--- src/rtl/ps2_command_parser.sv ---
// ps2_command_parser: parses one "v <n>", "a <n>" or "f" command per 32-char
// ASCII line, scanning one byte per clock. Holds the registered launch
// parameters (velocity, angle) and pulses fire/done/parse_error on commit.
// Optional feature macro: PS2_PARSER_CLAMP_EN (out-of-range values commit as
// the maximum instead of rejecting the line).
module ps2_command_parser #(
    parameter int unsigned VEL_MAX  = 100,
    parameter int unsigned ANG_MAX  = 90,
    parameter int unsigned VEL_INIT = 50,
    parameter int unsigned ANG_INIT = 45
) (
    input  logic         clock,
    input  logic         resetn,
    input  logic [255:0] input_line,
    input  logic         line_ready,
    output logic [31:0]  velocity,
    output logic [31:0]  angle,
    output logic         fire,
    output logic         done,
    output logic         parse_error,
    output logic         busy
);

`ifdef PS2_PARSER_CLAMP_EN
    localparam bit CLAMP = 1'b1;
`else
    localparam bit CLAMP = 1'b0;
`endif

    localparam logic [7:0] CH_NUL = 8'h00;
    localparam logic [7:0] CH_SP  = 8'h20;

    typedef enum logic [2:0] {S_IDLE, S_CMD, S_SP, S_DIG, S_TRAIL, S_COMMIT} state_t;
    typedef enum logic [1:0] {K_NONE, K_VEL, K_ANG, K_FIRE} kind_t;

    state_t        state_q;
    kind_t         kind_q;
    logic [255:0]  line_q;
    logic [4:0]    idx_q;
    logic [31:0]   acc_q;
    logic          ovf_q;
    logic          err_q;
    logic [31:0]   vel_q;
    logic [31:0]   ang_q;
    logic          fire_q;
    logic          done_q;
    logic          perr_q;
    logic          busy_q;

    logic [7:0]    byte_c;
    logic          is_digit_c;
    logic          last_c;
    logic [31:0]   max_c;
    logic [35:0]   sum_c;
    logic [31:0]   acc_d;
    logic          ovf_d;

    // Current byte decode and saturating decimal accumulation
    always_comb begin
        byte_c     = line_q[255:248];
        is_digit_c = (byte_c >= 8'h30) && (byte_c <= 8'h39);
        last_c     = (idx_q == 5'd31);
        max_c      = (kind_q == K_ANG) ? 32'(ANG_MAX) : 32'(VEL_MAX);
        sum_c      = ({4'd0, acc_q} * 36'd10) + {32'd0, byte_c[3:0]};
        if (sum_c > {4'd0, max_c}) begin
            acc_d = max_c;
            ovf_d = 1'b1;
        end else begin
            acc_d = sum_c[31:0];
            ovf_d = ovf_q;
        end
    end

    // Scan FSM, result registers and one-cycle status pulses
    always_ff @(posedge clock or negedge resetn) begin
        if (!resetn) begin
            state_q <= S_IDLE;
            kind_q  <= K_NONE;
            line_q  <= '0;
            idx_q   <= '0;
            acc_q   <= '0;
            ovf_q   <= 1'b0;
            err_q   <= 1'b0;
            vel_q   <= 32'(VEL_INIT);
            ang_q   <= 32'(ANG_INIT);
            fire_q  <= 1'b0;
            done_q  <= 1'b0;
            perr_q  <= 1'b0;
            busy_q  <= 1'b0;
        end else begin
            fire_q <= 1'b0;
            done_q <= 1'b0;
            perr_q <= 1'b0;
            if (state_q inside {S_CMD, S_SP, S_DIG, S_TRAIL}) begin
                line_q <= {line_q[247:0], CH_NUL};
                idx_q  <= idx_q + 5'd1;
            end
            case (state_q)
                S_IDLE: begin
                    busy_q <= line_ready;
                    if (line_ready) begin
                        line_q  <= input_line;
                        idx_q   <= '0;
                        acc_q   <= '0;
                        ovf_q   <= 1'b0;
                        err_q   <= 1'b0;
                        kind_q  <= K_NONE;
                        state_q <= S_CMD;
                    end
                end
                S_CMD: begin
                    case (byte_c)
                        8'h76, 8'h56: begin kind_q <= K_VEL;  state_q <= S_SP;    end
                        8'h61, 8'h41: begin kind_q <= K_ANG;  state_q <= S_SP;    end
                        8'h66, 8'h46: begin kind_q <= K_FIRE; state_q <= S_TRAIL; end
                        CH_NUL:       begin kind_q <= K_NONE; state_q <= S_COMMIT; end
                        default:      begin err_q  <= 1'b1;   state_q <= S_COMMIT; end
                    endcase
                end
                S_SP: begin
                    if (is_digit_c) begin
                        acc_q   <= acc_d;
                        ovf_q   <= ovf_d;
                        state_q <= last_c ? S_COMMIT : S_DIG;
                    end else if (byte_c == CH_SP && !last_c) begin
                        state_q <= S_SP;
                    end else begin
                        // end of line while still waiting for a value counts as missing
                        err_q   <= 1'b1;
                        state_q <= S_COMMIT;
                    end
                end
                S_DIG: begin
                    if (is_digit_c) begin
                        acc_q   <= acc_d;
                        ovf_q   <= ovf_d;
                        state_q <= last_c ? S_COMMIT : S_DIG;
                    end else if (byte_c == CH_SP) begin
                        state_q <= last_c ? S_COMMIT : S_TRAIL;
                    end else begin
                        err_q   <= (byte_c != CH_NUL);
                        state_q <= S_COMMIT;
                    end
                end
                S_TRAIL: begin
                    if (byte_c == CH_SP) begin
                        state_q <= last_c ? S_COMMIT : S_TRAIL;
                    end else begin
                        err_q   <= (byte_c != CH_NUL);
                        state_q <= S_COMMIT;
                    end
                end
                S_COMMIT: begin
                    done_q  <= 1'b1;
                    busy_q  <= 1'b1;
                    state_q <= S_IDLE;
                    if (err_q) begin
                        perr_q <= 1'b1;
                    end else begin
                        case (kind_q)
                            K_VEL: begin
                                if (ovf_q && !CLAMP) perr_q <= 1'b1;
                                else                 vel_q  <= acc_q;
                            end
                            K_ANG: begin
                                if (ovf_q && !CLAMP) perr_q <= 1'b1;
                                else                 ang_q  <= acc_q;
                            end
                            K_FIRE:  fire_q <= 1'b1;
                            default: ;
                        endcase
                    end
                end
                default: state_q <= S_IDLE;
            endcase
        end
    end

    assign velocity    = vel_q;
    assign angle       = ang_q;
    assign fire        = fire_q;
    assign done        = done_q;
    assign parse_error = perr_q;
    assign busy        = busy_q;

endmodule

--- config.mk ---
export PLATFORM = sky130hd
export DESIGN_NAME = ps2_command_parser
export DESIGN_NICKNAME = d
export VERILOG_FILES = /design/src/rtl/ps2_command_parser.sv
export SDC_FILE = /design/constraint.sdc
export NUM_CORES = 1
export LEC_CHECK = 0
export CORE_MARGIN = 2
export CORE_UTILIZATION = 40
export CTS_CLUSTER_SIZE = 40
export DETAILED_ROUTE_END_ITERATION = 12
export SYNTH_ARGS = -nofsm -noshare
export SYNTH_HDL_FRONTEND = slang
export SYNTH_SLANG_ARGS = --single-unit
--- constraint.sdc ---
create_clock -name clock -period 5.3 [get_ports clock]
set_clock_uncertainty 0.05 [all_clocks]
set_input_delay 0.53 -clock clock [delete_from_list [all_inputs] [get_ports clock]]
set_output_delay 0.53 -clock clock [all_outputs]
set_load 0.02 [all_outputs]
==> results summary, run 1 <==
The ratio of cells with drive above 1 in the final layout is 8.42%. The most used flip-flop cell after synthesis is sky130_fd_sc_hd__dfrtp_1. VDD sags by at most 799 uV.

In this run the tool buffered the top-level ports with 326 buffer cells. Prior to clock tree synthesis, the placed netlist has a worst setup slack of 0.275 ns. TritonCTS created 42 clock buffers. The slew of the pin with the lowest slew margin came out at 1.06 ns. In the routed design, unresolved DRC markers number 0.

The worst path needs 5.02 ns of the cycle, external delays included. The total power per unit cell area came out at 505 nW/um^2. The register area share after synthesis came out at 47.9%. The cell sitting at the root of the clock tree is a sky130_fd_sc_hd__clkbuf_16. The cell count after synthesis is 1881.

For this run, the top clock speed supported by timing is 199 MHz. The tightest min-delay check is of the register to register type. The count of vias placed by the detailed router came out at 14.8k. Setup slack closes at 0.284 ns.

The count of antenna-violating nets left after detailed routing came out at 0. The max-slew violation count came out at 0. In the detailed route, the total length drawn on met3 is 3.43 mm. The overall fraction of global-route tracks in use came out at 21.0%. The latest clock arrival within the worst-skew pair is 0.58 ns. The endpoint arrival time on the critical path is 5.41 ns. The clock tree buffer depth came out at 3. The worst slew slack as a fraction of its limit is 29.2%. The category of the worst setup path launch point is a register. The number of warnings printed during yosys synthesis is 0.

The clock-pin transition on the worst setup and hold timing paths came out at 0.05 ns. The global route total overflow is 0. The placeable core region came out at 47600 sq um. The netlist uses 83 different library cells. Counting every net in the synthesized netlist gives 2215.

The total of fill cells in the finished design is 4374. The total routed wire length on the met1 layer is 21.7 mm. The largest total area in the synthesized netlist belongs to sky130_fd_sc_hd__dfrtp_1.

The met2 wire length came out at 25.7 mm. The post-layout utilization of the core came out at 51.5%. The row count is 80.

The required time at the endpoint of the critical path is 5.70 ns. The flip-flop and latch count after synthesis came out at 368. The post-CTS setup buffer count is 0. The average vias per placed instance came out at 5.29. The flow ran to the end, and the final reports show no timing, DRC or antenna violations.

During I/O placement, the number of pins put on the boundary was 327. The number of antenna violations at the first check in global routing came out at 25. After the last flow step, the layout net total stands at 2489.

The top routing layer in use is met5. The layout overhead on the synthesized area came out at 27.6%. The async set or reset register ratio after synthesis came out at 100%. For this configuration, the core starts out at a cell density of 40.4%.

STA classifies the critical path endpoint as a register. The critical path in this run is classified as register to register. Entering global routing, the biggest net connects 146 pins. In this run the static leakage power is 11.0 nW. The die outline height is 223 um.

The wire length per cell is 18.6 um. The number of DRC violations after detailed-routing iteration 0 came out at 814. The mean post-synth cell area came out at 10.2 sq um.

The die covers 49900 sq um. The placed wire-length estimate is 37.9 mm. The area after detailed placement came out at 23100 sq um. The summed negative setup slack over all endpoints is 0 ns. The number of sinks driven by the clock tree is 368. Routability-driven placement finished with a final weighted congestion of 0.856.

The cell area after synthesis is 19200 sq um. The number of iterations in the first detailed-routing pass came out at 5. The highest fanout seen on the critical path came out at 6.

After clock tree synthesis, the flow added hold-fix buffers numbering 1. Summed over all layers, the routed wires come to 52.3 mm. The post-route clock period utilization is 94.6%.

The global-route wire length before repair came out at 82.8 mm. The number of gates resized after CTS was 0. The via count of the first global-routing pass is 15.2k. The number of H-tree branching levels came out at 2. The final design area excluding fillers is 24600 sq um. Setup repair after global routing left no endpoint under its margin. The number of hold violations in the final report is 0.

The TritonCTS clock tree is done. In this run, synthesis inferred 0 flip-flops with an integrated enable. The setup violation total in the final timing report is 0. In this run the horizontal extent of the chip is 223 um.

Ranked by total cell area, the synthesized netlist is headed by sky130_fd_sc_hd__dfrtp_1, sky130_fd_sc_hd__mux2i_1, sky130_fd_sc_hd__a21oi_1. The reported max-cap violation count came out at 0. The area share of the leading cell type in the synthesized netlist came out at 47.0%.
[state kept, by name, summed over array words and instances, names as in the netlist]
signal	cells
line_q	256
acc_q	32
angle	32
velocity	32
idx_q	5
state_q	3
kind_q	2
busy	1
done	1
err_q	1
fire	1
ovf_q	1
parse_error	1
[power breakdown]
| group | switching [mW] | internal, mW |
|---|---|---|
| clock | 1.20 | 1.83 |
| sequential | 0.622 | 3.86 |
| combinational | 2.48 | 2.41 |
| total | 4.31 | 8.10 |
[stage by stage]
step | power [mW] | hold slack (ns) | instances
after floorplan | 8.33 | 0.184 | 1881
after global placement | 9.35 | 0.438 | 2725
after detailed placement | 9.48 | 0.442 | 2725
after CTS | 12.6 | 0.420 | 2800
after global routing | 13.3 | 0.445 | 2803
final | 12.4 | 0.450 | 2806
[area by class of cell]
cell class	instances	area (sq um)	share of cell area (%)
multi-input combinational	1377	9520	38.8
antenna	6	15.0	0.0611
clock buffer	60	1240	5.05
inverter	21	78.8	0.321
tap	615	769	3.13
sequential	368	9220	37.5
clock inverter	14	225	0.917
timing repair buffer	345	3490	14.2
[critical path, cell delays in order, from the launching register on]
cell	delay, ns
sky130_fd_sc_hd__dfrtp_1	0.46
sky130_fd_sc_hd__ha_1	0.32
sky130_fd_sc_hd__ha_1	0.26
sky130_fd_sc_hd__fa_1	0.48
sky130_fd_sc_hd__a211oi_4	0.40
sky130_fd_sc_hd__nor4_4	0.11
sky130_fd_sc_hd__o41ai_2	0.59
sky130_fd_sc_hd__a21oi_1	0.15
sky130_fd_sc_hd__or4b_1	0.49
sky130_fd_sc_hd__and4bb_1	0.31
sky130_fd_sc_hd__nand4_1	0.12
sky130_fd_sc_hd__mux2_4	0.33
sky130_fd_sc_hd__nor4_4	0.31
sky130_fd_sc_hd__a311oi_1	0.22
sky130_fd_sc_hd__a221o_1	0.31
[cells by family after synthesis]
family / share of synthesized area [%]
simple gates: 12.3
compound gates: 13.8
flops: 47.9
mux: 17.0
buf+inv: 2.73
fa+ha+maj: 4.96
xor+xnor: 1.28
[synth_stat cells, drive strengths merged (4+ instances only)]
library cell	instances
o21a	8
or3	4
a221o	5
and2	31
xnor2	20
dfstp	7
nand3	20
nand3b	4
nor2b	4
nand4	21
and4	5
inv	20
o21ai	35
o211ai	12
a31oi	7
ha	73
xor2	6
nor2	291
a21oi	303
a211o	7
clkbuf	80
nor3	23
mux2	66
a21o	16
nor4	12
and3	8
mux2i	253
a211oi	13
nand2	62
buf	35
a311oi	4
o21bai	5
dfrtp	361
or4	6
[cell usage in the layout (no fill, tap or decap), types with 8 or more instances in the layout]
cell / instances
sky130_fd_sc_hd__a211oi_1: 11
sky130_fd_sc_hd__a21o_1: 16
sky130_fd_sc_hd__a21oi_1: 300
sky130_fd_sc_hd__and2_1: 31
sky130_fd_sc_hd__and3_1: 8
sky130_fd_sc_hd__buf_4: 12
sky130_fd_sc_hd__clkbuf_16: 43
sky130_fd_sc_hd__clkbuf_8: 10
sky130_fd_sc_hd__clkdlybuf4s50_1: 325
sky130_fd_sc_hd__dfrtp_1: 361
sky130_fd_sc_hd__ha_1: 73
sky130_fd_sc_hd__inv_1: 20
sky130_fd_sc_hd__mux2_2: 65
sky130_fd_sc_hd__mux2i_1: 253
sky130_fd_sc_hd__nand2_1: 62
sky130_fd_sc_hd__nand3_1: 18
sky130_fd_sc_hd__nand4_1: 19
sky130_fd_sc_hd__nor2_1: 291
sky130_fd_sc_hd__nor3_1: 22
sky130_fd_sc_hd__nor4_1: 9
sky130_fd_sc_hd__o211ai_1: 11
sky130_fd_sc_hd__o21a_1: 8
sky130_fd_sc_hd__o21ai_0: 29
sky130_fd_sc_hd__xnor2_1: 19
[path summary, 6_finish.rpt]
path	start	cells after the start	slack, ns	to
max in group asynchronous	resetn	3	3.41	angle[11]
hold reg to reg	angle[11]	1	0.45	angle[11]
hold / removal	angle[11]	1	0.45	angle[11]
setup reg to reg	acc_q[1]	14	0.28	acc_q[3]
min in group asynchronous	resetn	2	0.48	line_q[92]
setup / recovery	acc_q[1]	14	0.28	acc_q[3]
[layer usage]
metal  global-route usage [%]  vias to the layer above
met3                     6.48                      115
met4                     6.30                       36
met1                     25.2                     7103
li1                         -                     7312
met5                        0                        -
met2                     36.0                      271
Note: power is estimated with default switching activity, not from simulation.
==> run 2: changes to the inputs <==
Settings changed: RECOVER_POWER from default to 50.
==> results summary, run 2 (synthesis results as in run 1) <==
The run finished, with violations left. The final reports fail on capacitance limit, slew limit. The cell leakage power came to 11.1 nW (+0.82%). The number of sinks driven by the clock tree is 368 (unchanged).

The total wire length came out at 52.4 mm (+0.25%). The x dimension of the die is 223 um (unchanged). The global route total overflow came out at 0 (unchanged). The number of DRC violations after detailed-routing iteration 0 came out at 740 (-9.1%). The latest clock arrival within the worst-skew pair is 0.58 ns (about the same). The total of cells resized after clock tree synthesis came to 0 (unchanged).

The worst hold path terminates at angle[11]. The count of nets after finishing is 2489 (unchanged). The clock-pin transition on the worst setup and hold timing paths came out at 0.05 ns (about the same). The area enclosed by the die boundary is 49900 sq um (unchanged).

The count of antenna-violating nets left after detailed routing came out at 0 (unchanged). The post-route clock period utilization is 94.9% (+0.31 points). The total power per unit cell area came to 506 nW/um^2 (+0.10%). The total of fill cells in the finished design came to 4377 (+0.069%).

The setup violation total in the final timing report is 0 (unchanged). The number of port buffers is 326 (unchanged). The cell count of the worst reg-to-reg path came out at 14 (unchanged). The placed wire-length estimate came to 37.9 mm (unchanged). The number of iterations in the first detailed-routing pass is 5 (unchanged). The starting utilization of the core area was 40.4% (unchanged). The flip-flop count of the largest register, all copies and words added is 256 (unchanged). The peak ir drop on the vdd network is 800 uV (+0.22%). The routability-driven placement congestion ratio came out at 0.856 (unchanged). The capturing element type of the critical path is a register.

The slowest stage of the critical path is the sky130_fd_sc_hd__o41ai_2 cell. The reported max-cap violation count came out at 2 (+2). Leaving out fill and tap cells, the most frequent cells in the layout are sky130_fd_sc_hd__dfrtp_1, sky130_fd_sc_hd__a21oi_1, sky130_fd_sc_hd__clkdlybuf4s50_1, sky130_fd_sc_hd__nor2_1, sky130_fd_sc_hd__mux2i_1. The die outline height is 223 um (unchanged).

The hold-critical path depth came out at 1 (unchanged). Setup repair after global routing left no endpoint under its margin. The average vias per placed instance came out at 5.28 (about the same).

The required time at the endpoint of the critical path is 5.70 ns (about the same). The worst register-to-register path begins at acc_q[1]. The clock tree buffer depth is 3 (unchanged). The number of H-tree branching levels is 2 (unchanged). The longest individual stage delay on the worst path is 0.60 ns (about the same). Walking the worst path, the cells encountered are ha_1 -> ha_1 -> fa_1 -> a211oi_4 -> nor4_4 -> o41ai_2 -> a21oi_1 -> or4b_1 -> and4bb_1 -> nand4_1 -> mux2_4 -> nor4_4 -> a311oi_1 -> a221o_1. The summed negative setup slack over all endpoints is 0 ns (unchanged). The cell class contributing the biggest share of worst-path delay is compound AO/OA/AOI/OAI gates. The worst slew slack as a fraction of its limit is -71.2% (-100 points). The maximum number of pins on one net before global-route repair came out at 146 (unchanged). In this run the clock root is driven by a sky130_fd_sc_hd__clkbuf_16. The ratio of cells with drive above 1 in the final layout is 8.42% (unchanged). TritonCTS built the clock tree.

The number of hold violations in the final report is 0 (unchanged). The tightest hold margin is 0.445 ns (-0.00512 ns). The placeable core region is 47600 sq um (unchanged).

The final critical path time including I/O delays and setup came out at 5.03 ns (+0.0167 ns). The worst hold path belongs to the class register to register. The slew of the pin with the lowest slew margin is 2.57 ns (+1.51 ns). The global-route wire length before repair is 82.8 mm (unchanged). The wire length per cell came to 18.7 um (+0.25%). STA classifies the critical path startpoint as a register. The endpoint arrival time on the critical path is 5.43 ns (+0.02 ns). The endpoint identified for the worst register-to-register timing path is acc_q[3]. The layout overhead on the synthesized area came to 27.5% (about the same). The number of antenna violations at the first check in global routing came to 25 (unchanged). The max-slew violation count came out at 231 (+231). The via count of the first global-routing pass came out at 15.2k (unchanged). The number of buffers and inverters on the critical path was 0 (unchanged).

The maximum clock frequency is 199 MHz (-0.33%). The library cell used most frequently in the layout, excluding fill and tap cells, is sky130_fd_sc_hd__dfrtp_1. The row count came out at 80 (unchanged).

The TritonCTS buffer count is 42 (unchanged). The startpoint identified for the worst hold timing path is angle[11]. The setup slack on the worst flop-to-flop path was 0.27 ns (-0.02 ns). The count of vias placed by the detailed router is 14.8k (-0.067%). The worst setup path is of the register to register kind. The number of I/O pins came out at 327 (unchanged). More flip-flops sit in one register than any other, and that register is line_q. The highest fanout seen on the critical path came to 6 (unchanged). The overall fraction of global-route tracks in use came out at 21.0% (unchanged).

The total DRC errors in the routed layout is 0 (unchanged).
run 2: metrics by stage:
step	utilization (%)	power, mW	worst slack, ns	area, sq um	cells
after floorplan	-	8.33	0.749	19200	1881
after global placement	48.4	9.35	0.350	23100	2725
after detailed placement	48.4	9.48	0.275	23100	2725
after CTS	51.5	12.6	0.239	24500	2800
after global routing	51.5	13.3	0.0419	24500	2803
final	51.5	12.4	0.268	24500	2806
run 2: worst max-delay path by stage:
stage / startpoint / to / cells past startpoint
global route: acc_q[1] / acc_q[1] / 14
CTS: acc_q[1] / acc_q[3] / 14
global placement: acc_q[1] / acc_q[4] / 14
floorplan: acc_q[1] / acc_q[4] / 14
finish: acc_q[1] / acc_q[3] / 14
detailed placement: acc_q[1] / acc_q[3] / 14
run 2: per-layer routing:
layer | up-vias | part of all wire (%) | track usage, %
li1 | 7313 | - | -
met1 | 7101 | 42 | 25.2
met2 | 265 | 49 | 36.0
met3 | 112 | 6.3 | 6.48
met4 | 36 | 2.3 | 6.30
met5 | - | 0.44 | 0
run 2: power by group:
part           internal [mW]  switching, mW  total (mW)
logic                   2.41           2.49        4.90
registers               3.86          0.624        4.48
clock network           1.83           1.20        3.03
total                   8.10           4.31        12.4
run 2: cell type report:
class                   instances  area [sq um]  area share [%]
clock buffers                  60          1240            5.05
multi-input cells            1377          9520            38.8
diodes                          6          15.0          0.0612
inverters                      21          78.8           0.321
clock inverters                14           225           0.918
well taps                     615           769            3.14
flip-flops and latches        368          9220            37.6
repair buffers                345          3470            14.1
run 2: repair_timing:
action                    4_1_cts  5_1_grt
hold endpoints to repair       63        0
buffers inserted                0        0
hold buffers                    1        0
